===== src/rtl/lenet_pkg.sv =====
// rtl/lenet_pkg.sv - shared LeNet constants and window sequencer state encoding
package lenet_pkg;

    localparam int LENET_TAPS       = 25;
    localparam int LENET_DATA_WIDTH = 8;
    localparam int LENET_RES_WIDTH  = 8;
    localparam int LENET_ACC_WIDTH  = 16;

    typedef enum logic [1:0] {
        ST_IDLE  = 2'd0,
        ST_FETCH = 2'd1,
        ST_DRAIN = 2'd2,
        ST_DONE  = 2'd3
    } win_state_e;

endpackage


===== src/rtl/sat_accumulator.sv =====
// rtl/sat_accumulator.sv - unsigned accumulator that clamps at all-ones instead of wrapping
module sat_accumulator #(
    parameter int ADD_WIDTH = 8,
    parameter int ACC_WIDTH = 16
) (
    input  logic                 clk,
    input  logic                 rst,
    input  logic                 clear_i,
    input  logic                 en_i,
    input  logic [ADD_WIDTH-1:0] addend_i,
    output logic [ACC_WIDTH-1:0] sum_o
);

    logic [ACC_WIDTH-1:0] sum_q;
    logic [ACC_WIDTH-1:0] sum_d;
    logic [ACC_WIDTH:0]   wide_sum;

    // One guard bit catches the carry out; a set carry means the result overflowed.
    assign wide_sum = {1'b0, sum_q} + {{(ACC_WIDTH + 1 - ADD_WIDTH){1'b0}}, addend_i};

    always_comb begin
        sum_d = sum_q;
        if (clear_i) begin
            sum_d = '0;
        end else if (en_i) begin
            sum_d = wide_sum[ACC_WIDTH] ? {ACC_WIDTH{1'b1}} : wide_sum[ACC_WIDTH-1:0];
        end
    end

    always_ff @(posedge clk or posedge rst) begin
        if (rst) begin
            sum_q <= '0;
        end else begin
            sum_q <= sum_d;
        end
    end

    assign sum_o = sum_q;

endmodule


===== src/rtl/mac_window_sequencer.sv =====
// rtl/mac_window_sequencer.sv - walks one convolution window through an external Mac
// and returns the saturated window sum over a valid/ready handshake.
module mac_window_sequencer
    import lenet_pkg::*;
#(
    parameter int DATA_WIDTH = LENET_DATA_WIDTH,
    parameter int RES_WIDTH  = LENET_RES_WIDTH,
    parameter int ACC_WIDTH  = LENET_ACC_WIDTH,
    parameter int TAPS       = LENET_TAPS,
    parameter int ADDR_WIDTH = 5
) (
    input  logic                  clk,
    input  logic                  rst,
    input  logic                  start,
    input  logic [DATA_WIDTH-1:0] bias,
    output logic                  busy,
    output logic                  rd_en,
    output logic [ADDR_WIDTH-1:0] rd_addr,
    input  logic [DATA_WIDTH-1:0] feat_rdata,
    input  logic [DATA_WIDTH-1:0] weight_rdata,
    output logic [DATA_WIDTH-1:0] mac_data,
    output logic [DATA_WIDTH-1:0] mac_weight,
    output logic [DATA_WIDTH-1:0] mac_bias,
    input  logic [RES_WIDTH-1:0]  mac_res,
    output logic [ACC_WIDTH-1:0]  out_data,
    output logic                  out_valid,
    input  logic                  out_ready
);

    localparam logic [ADDR_WIDTH-1:0] LAST_TAP = ADDR_WIDTH'(TAPS - 1);

    win_state_e            state_q;
    logic [ADDR_WIDTH-1:0] tap_q;
    logic                  rd_en_q;
    logic                  acc_en_q;
    logic                  first_q;
    logic                  busy_q;
    logic                  out_valid_q;
    logic [DATA_WIDTH-1:0] bias_q;

    logic                  acc_clear;
    logic [ACC_WIDTH-1:0]  acc_sum;

    assign acc_clear = (state_q == ST_IDLE) && start;

    always_ff @(posedge clk or posedge rst) begin
        if (rst) begin
            state_q     <= ST_IDLE;
            tap_q       <= '0;
            rd_en_q     <= 1'b0;
            acc_en_q    <= 1'b0;
            first_q     <= 1'b0;
            busy_q      <= 1'b0;
            out_valid_q <= 1'b0;
            bias_q      <= '0;
        end else begin
            // Read data lands one cycle after the strobe, so accumulation trails it by one.
            acc_en_q <= rd_en_q;
            if (acc_en_q) begin
                first_q <= 1'b0;
            end
            unique case (state_q)
                ST_IDLE: begin
                    if (start) begin
                        state_q <= ST_FETCH;
                        bias_q  <= bias;
                        tap_q   <= '0;
                        rd_en_q <= 1'b1;
                        first_q <= 1'b1;
                        busy_q  <= 1'b1;
                    end
                end
                ST_FETCH: begin
                    if (tap_q == LAST_TAP) begin
                        state_q <= ST_DRAIN;
                        rd_en_q <= 1'b0;
                        tap_q   <= '0;
                    end else begin
                        tap_q <= tap_q + ADDR_WIDTH'(1);
                    end
                end
                ST_DRAIN: begin
                    state_q     <= ST_DONE;
                    out_valid_q <= 1'b1;
                end
                ST_DONE: begin
                    if (out_ready) begin
                        state_q     <= ST_IDLE;
                        out_valid_q <= 1'b0;
                        busy_q      <= 1'b0;
                    end
                end
                default: state_q <= ST_IDLE;
            endcase
        end
    end

    sat_accumulator #(
        .ADD_WIDTH(RES_WIDTH),
        .ACC_WIDTH(ACC_WIDTH)
    ) u_acc (
        .clk      (clk),
        .rst      (rst),
        .clear_i  (acc_clear),
        .en_i     (acc_en_q),
        .addend_i (mac_res),
        .sum_o    (acc_sum)
    );

    // Bias enters the Mac on the first tap only so it is counted once per window.
    assign mac_data   = acc_en_q ? feat_rdata : '0;
    assign mac_weight = acc_en_q ? weight_rdata : '0;
    assign mac_bias   = (acc_en_q && first_q) ? bias_q : '0;

    assign busy      = busy_q;
    assign rd_en     = rd_en_q;
    assign rd_addr   = tap_q;
    assign out_valid = out_valid_q;
    assign out_data  = out_valid_q ? acc_sum : '0;

endmodule


===== config.mk =====
export PLATFORM = sky130hd
export DESIGN_NAME = mac_window_sequencer
export DESIGN_NICKNAME = d
export VERILOG_FILES = /design/src/rtl/lenet_pkg.sv /design/src/rtl/sat_accumulator.sv /design/src/rtl/mac_window_sequencer.sv
export SDC_FILE = /design/constraint.sdc
export NUM_CORES = 1
export LEC_CHECK = 0
export ABC_AREA = 1
export CAP_MARGIN = 15
export CORE_ASPECT_RATIO = 1.1
export CORE_MARGIN = 2
export CORE_UTILIZATION = 50
export CTS_CLUSTER_SIZE = 16
export DETAILED_ROUTE_END_ITERATION = 10
export PLACE_DENSITY = 0.86
export RECOVER_POWER = 100
export SLEW_MARGIN = 15
export SYNTH_ARGS = -nofsm -noshare
export SYNTH_HDL_FRONTEND = slang
export SYNTH_SLANG_ARGS = --single-unit

===== constraint.sdc =====
create_clock -name clk -period 5 [get_ports clk]
set_clock_uncertainty 0.2 [all_clocks]
set_input_delay 0.75 -clock clk [delete_from_list [all_inputs] [get_ports clk]]
set_output_delay 0.75 -clock clk [all_outputs]
set_load 0.005 [all_outputs]

==> results of run 1 <==
## worst max-delay path by stage
stage | start | to | slack [ns]
after floorplan | mac_res[0] | u_acc.sum_o[10]$_DFFE_PP0P_ | 2.64
after global placement | mac_res[0] | u_acc.sum_o[15]$_DFFE_PP0P_ | 2.14
after detailed placement | mac_res[0] | u_acc.sum_o[13]$_DFFE_PP0P_ | 2.06
after CTS | acc_en_q$_DFF_PP0_ | mac_bias[2] | 1.99
after global routing | rst | bias_q[7]$_DFFE_PP0P_ | 1.60
final | acc_en_q$_DFF_PP0_ | mac_bias[2] | 1.95
## metrics by stage
step / total power (uW) / cell area, um2 / setup WS, ns / std cells / hold WS [ns]
6_report: 1540 / 3510 / 1.95 / 528 / 0.211
2_1_floorplan: 1030 / 2570 / 2.64 / 389 / 0.190
5_1_grt: 1690 / 3510 / 1.60 / 528 / 0.228
3_5_place_dp: 1370 / 3430 / 2.06 / 521 / 0.204
4_1_cts: 1610 / 3520 / 1.99 / 528 / 0.218
3_3_place_gp: 1340 / 3430 / 2.14 / 521 / 0.204
## cells in the final DEF, fill, tap and decap left out
| cell type | instances |
|---|---|
| inv_2 | 6 |
| and3_1 | 1 |
| xnor2_1 | 2 |
| xor2_1 | 2 |
| o21ai_1 | 7 |
| nor3_2 | 1 |
| nand2_1 | 148 |
| nand2_4 | 1 |
| clkbuf_1 | 1 |
| nor2_2 | 2 |
| o21ai_0 | 15 |
| a21oi_1 | 6 |
| dfrtp_1 | 36 |
| nand3b_1 | 3 |
| nand3_2 | 2 |
| a21oi_2 | 1 |
| or2_1 | 1 |
| a21boi_0 | 2 |
| clkdlybuf4s50_1 | 32 |
| nand4_1 | 2 |
| nor3b_1 | 1 |
| or2_0 | 1 |
| inv_1 | 75 |
| fa_1 | 1 |
| nor2_1 | 24 |
| nand4_4 | 1 |
| dlygate4sd3_1 | 51 |
| nand3_1 | 17 |
| ha_1 | 14 |
| nor3_1 | 5 |
| clkbuf_8 | 7 |
| o21ai_2 | 2 |
## metal layers
layer / global-route usage (%) / vias up / part of all wire (%)
li1: - / 1323 / -
met1: 27.1 / 1174 / 41
met2: 40.9 / 48 / 53
met3: 4.70 / 14 / 3.6
met4: 8.30 / 0 / 1.8
met5: 0 / - / 0
## sequential cells by signal, indices dropped and copies added (netlist names)
| signal | flops |
|---|---|
| acc_en_q | 1 |
| bias_q | 8 |
| busy | 1 |
| first_q | 1 |
| out_valid | 1 |
| rd_addr | 5 |
| rd_en | 1 |
| state_q | 2 |
| u_acc.sum_o | 16 |
## kinds of logic after synthesis
family	Yosys count	synth area share, %
compound gates	33	7.22
flops	36	35.1
buf+inv	91	13.8
xor+xnor	4	1.37
simple gates	210	34.9
fa+ha+maj	15	7.61
## cell type report
type	instances	area [um2]
fill	433	1450
multi-input combinational	262	1300
sequential	36	901
timing repair buffer	84	835
inverter	81	304
clock buffer	7	96.3
tap	58	72.6
## report_power, final
group          total (uW)  switching, uW  internal, uW
Sequential            503            108           395
Combinational         812            453           359
Clock                 229            107           123
==> key figures, run 1 <==
STA
  • Fmax: between 300 and 400 MHz
  • Worst slew pin tran: 1.94 ns
  • Final hold vios: 0
  • Slew HR: -29.6%
  • RSZ-0062 raised after global routing: false
  • Slew Limit Fails: 37
  • Period Utilization, post-route: 61.0%
  • Final setup TNS: 0 ns
  • Post-layout min period: approximately 3.0 ns
  • Final Setup Violations: 0

Power and ir drop
  • Max IR drop VDD: 0.320 mV
  • Leakage power: roughly 0.0021 uW
  • PD cells: 440 nW/um2

Setup path
  • Critical path arrival: 2.10 ns
  • Required time of the critical path: between 4 and 5 ns
  • Endpoint class of the critical path: primary output
  • Slowest stage cell, crit path: dfrtp_1
  • R2R Setup Slk: approximately 2.4 ns
  • Largest delay contributor family on the critical path: flip-flops
  • Startpoint Class: flop
  • Crit-path max cell delay: 0.73 ns
  • WP buf/inv: 1
  • Worst reg-to-reg path cell count: 7
  • RR Startpoint: state_q[0]$_DFFE_PP0P_
  • Cell Chain, Critical Path: nand2_1, nor2_1, dlygate4sd3_1
  • Worst flop-to-flop path endpoint: u_acc.sum_o[12]$_DFFE_PP0P_
  • Critical Path Fanout Max: 20
  • Crit path depth: 3
  • Crit path kind: reg2out

Worst hold path
  • Worst hold stages: 0
  • Hold_sp: rd_en$_DFFE_PP0P_
  • Hold Crit Class: reg2reg
  • WHS Endpoint: acc_en_q$_DFF_PP0_

Floorplan
  • Initial core utilization: between 50 and 60%
  • Die area: 5720 um2
  • Num ports: 84
  • Die extent in x: 72.3 um
  • Die Ht: about 79 um
  • Num rows: 27
  • Core Box Area: 4970 um2

CTS
  • CTS tree: yes
  • CTS resizes: 0
  • CTS Sinks: 36
  • Clock latency on the worst-skew pair: 0.30 ns
  • Post CTS Setup Buffer Count: 0
  • Clk buf depth: 2
  • CTS root buffer: clkbuf_8
  • Hold_buf cts: 0
  • CTS HTree Levels: 2
  • TritonCTS Buffers: 5
  • Clk slew on worst S/H paths: 0.07 ns

Drt
  • Post-DRT Antenna Nets: 0
  • Pre-antenna DRT Iters: 5
  • DRC viols: 0
  • DRT Wirelength: 6.18 mm
  • Routed wire per std cell: 11.7 um
  • Drt first-iter violations: 134
  • Via/cell ratio: 4.85
  • Detailed-route via count: 2559

Outcome
  • Failing checks: max-capacitance violations, max-slew violations
  • Status: finished with violations

Yosys
  • Yosys reg bits: 36
  • Synth Warn #: 0
  • Avg Cell Area, Syn: 6.60 um2
  • Main flop type after synthesis: dfrtp_1
  • Most numerous cell in the Yosys netlist: nand2_1
  • Cell Area, Synth: 2570 um2
  • Async SR Flop Fraction: 100%
  • Post-synth EDFFs: 0
  • Seq/Total Area, Yosys: 35.1%
  • Synth Net Count: 440
  • Largest area contributor in the synthesized netlist: dfrtp_1
  • Synth unique cells: 30
  • Synth Instances: approximately 390
  • Top cells by area, synth: dfrtp_1 35%, nand2_1 22%, inv_1 11%
  • Post-synth top cells: 148 x nand2_1, 73 x inv_1, 36 x dfrtp_1
  • Proportion of netlist area held by the largest area contributor: 35.1%

Place
  • DPL Wire Length: 4.59 mm
  • Final RePlAce weighted congestion: 0.858
  • Port-buffer cells: 83

Global route
  • Largest net degree at the start of global routing: 37
  • Initial antenna violation count: 0
  • GRT Resource Usage Total: 23.0%
  • Global-route wire length before repair: 10.6 mm
  • Congestion Overflow GR: 0
  • Vias in the first global route: 2480

Run
  • Max cap viols: 1

Cells and area
  • Final nets: roughly 520
  • Share of cells above drive strength 1: 4.89%
  • Finished Core Util: 70.7%
  • Area growth syn-to-layout: 36.9%
  • Number of antenna repair diodes: 0
(Power assumes the default switching activity.)
==> run 2: changes to the inputs <==
--- a/config.mk
+++ b/config.mk
@@ -9,10 +9,10 @@
 export CAP_MARGIN = 15
 export CORE_ASPECT_RATIO = 1.1
 export CORE_MARGIN = 2
-export CORE_UTILIZATION = 50
+export CORE_UTILIZATION = 42
 export CTS_CLUSTER_SIZE = 16
 export DETAILED_ROUTE_END_ITERATION = 10
-export PLACE_DENSITY = 0.86
+export PLACE_DENSITY = 0.77
 export RECOVER_POWER = 100
 export SLEW_MARGIN = 15
 export SYNTH_ARGS = -nofsm -noshare
==> constraint.sdc (replaced) <==
create_clock -name clk -period 2.8 [get_ports clk]
set_clock_uncertainty 0.2 [all_clocks]
set_input_delay 0.42 -clock clk [delete_from_list [all_inputs] [get_ports clk]]
set_output_delay 0.42 -clock clk [all_outputs]
set_load 0.005 [all_outputs]
==> key figures, run 2 (same netlist as run 1, synthesis figures left out) <==
STA
  • Final hold vios: 0
  • Fmax: about 410 MHz
  • Period Utilization, post-route: 87.2%
  • Final setup TNS: 0 ns
  • Post-layout min period: 2.44 ns
  • Worst slew pin tran: 0.914 ns
  • Slew Limit Fails: 0
  • Slew HR: 39.1%
  • RSZ-0062 raised after global routing: false
  • Final Setup Violations: 0

Cells and area
  • Final nets: 524
  • Number of antenna repair diodes: 0
  • Finished Core Util: between 60% and 70%
  • Share of cells above drive strength 1: 5.27%
  • Max reg flops: 16
  • Commonest non-fill, non-tap cell in the layout: nand2_1
  • Area growth syn-to-layout: 38.8%
  • Most frequent cells in the layout: 148 x nand2_1, 75 x inv_1, 48 x dlygate4sd3_1
  • Fin cells: around 550

Outcome
  • Status: completed

Setup path
  • RR Startpoint: state_q[0]$_DFFE_PP0P_
  • Worst reg-to-reg path cell count: 8
  • Critical path arrival: 1.82 ns
  • Endpoint class of the critical path: primary output
  • Required time of the critical path: 2.18 ns
  • R2R Setup Slk: around 0.51 ns
  • Worst setup path startpoint: out_valid$_DFFE_PP0P_
  • Startpoint Class: flop
  • Crit path kind: reg2out
  • Critical Path Fanout Max: 18

CTS
  • Clk buf depth: 2
  • Clk slew on worst S/H paths: 0.07 ns
  • CTS Sinks: 36
  • CTS tree: yes
  • CTS HTree Levels: 2
  • CTS root buffer: clkbuf_8
  • Clock latency on the worst-skew pair: 0.29 ns
  • Post CTS Setup Buffer Count: 0
  • TritonCTS Buffers: 5
  • CTS resizes: 0
  • Hold_buf cts: 0

Floorplan
  • Num ports: 84
  • Core Box Area: 5840 um2
  • Die extent in x: 78.5 um
  • Die area: 6750 um2
  • Initial core utilization: 43.9%
  • Die Ht: 86.0 um
  • Num rows: 29

Power and ir drop
  • Leakage power: 0.00211 uW
  • PD cells: 794 nW/um2
  • Overall power: 2830 uW
  • Max IR drop VDD: 0.468 mV

Global route
  • GRT Resource Usage Total: 19.5%
  • Congestion Overflow GR: 0
  • Global-route wire length before repair: roughly 11 mm
  • Initial antenna violation count: 0
  • Largest net degree at the start of global routing: 37
  • Vias in the first global route: 2528

Place
  • DP Cell Count: 543
  • Final RePlAce weighted congestion: 0.916
  • Port-buffer cells: 83
  • DPL Wire Length: 4.58 mm

Drt
  • DRC viols: 0
  • Post-DRT Antenna Nets: 0
  • Via/cell ratio: between 4 and 5
  • Routed wire per std cell: 11.1 um
  • Pre-antenna DRT Iters: 4
  • Detailed-route via count: roughly 2500
  • Drt first-iter violations: 128
  • DRT Wirelength: 6.09 mm

Worst hold path
  • Hold Crit Class: reg2reg
  • Worst hold stages: 0
  • Hold_sp: rd_en$_DFFE_PP0P_

Run
  • Max cap viols: 0
[run 2: per-layer routing]
metal | share of wire, % | vias up | global-route usage [%]
met5 | 0 | - | 0
li1 | - | 1340 | -
met2 | 50 | 57 | 35.7
met1 | 44 | 1130 | 23.5
met3 | 3.6 | 8 | 3.26
met4 | 1.5 | 0 | 5.58
[run 2: critical path: stages, from the launching register on]
cell and delay (ns):
dfrtp_1 0.75, nand2_1 0.13, inv_1 0.08, dlygate4sd3_1 0.56
[run 2: final timing paths]
kind,to
max,out_data[11]
max reg2reg,u_acc.sum_o[9]$_DFFE_PP0P_
min in group asynchronous,rd_addr[1]$_DFFE_PP0P_
max in group asynchronous,u_acc.sum_o[9]$_DFFE_PP0P_
min,acc_en_q$_DFF_PP0_
min reg2reg,acc_en_q$_DFF_PP0_
[run 2: report_power, final]
part / internal [uW] / switching [uW]
Sequential: 706 / 158
Combinational: 670 / 836
Clock: 264 / 193
Total: 1640 / 1190
[run 2: layout make-up]
type                    instances  area [um2]
multi-input cells             262        1290
fillers                       560        2280
repair buffers                 87         858
clock buffers                   6        72.6
flip-flops and latches         36         901
inverters                      81         304
well taps                      77        96.3
clock inverters                 2        35.0
[run 2: stage by stage]
stage,hold WS (ns),setup slack [ns],area [um2]
3_3_place_gp,0.200,0.254,3470
4_1_cts,0.217,0.386,3580
2_1_floorplan,0.190,0.766,2570
3_5_place_dp,0.187,0.203,3470
6_report,0.211,0.357,3560
5_1_grt,0.234,0.189,3560
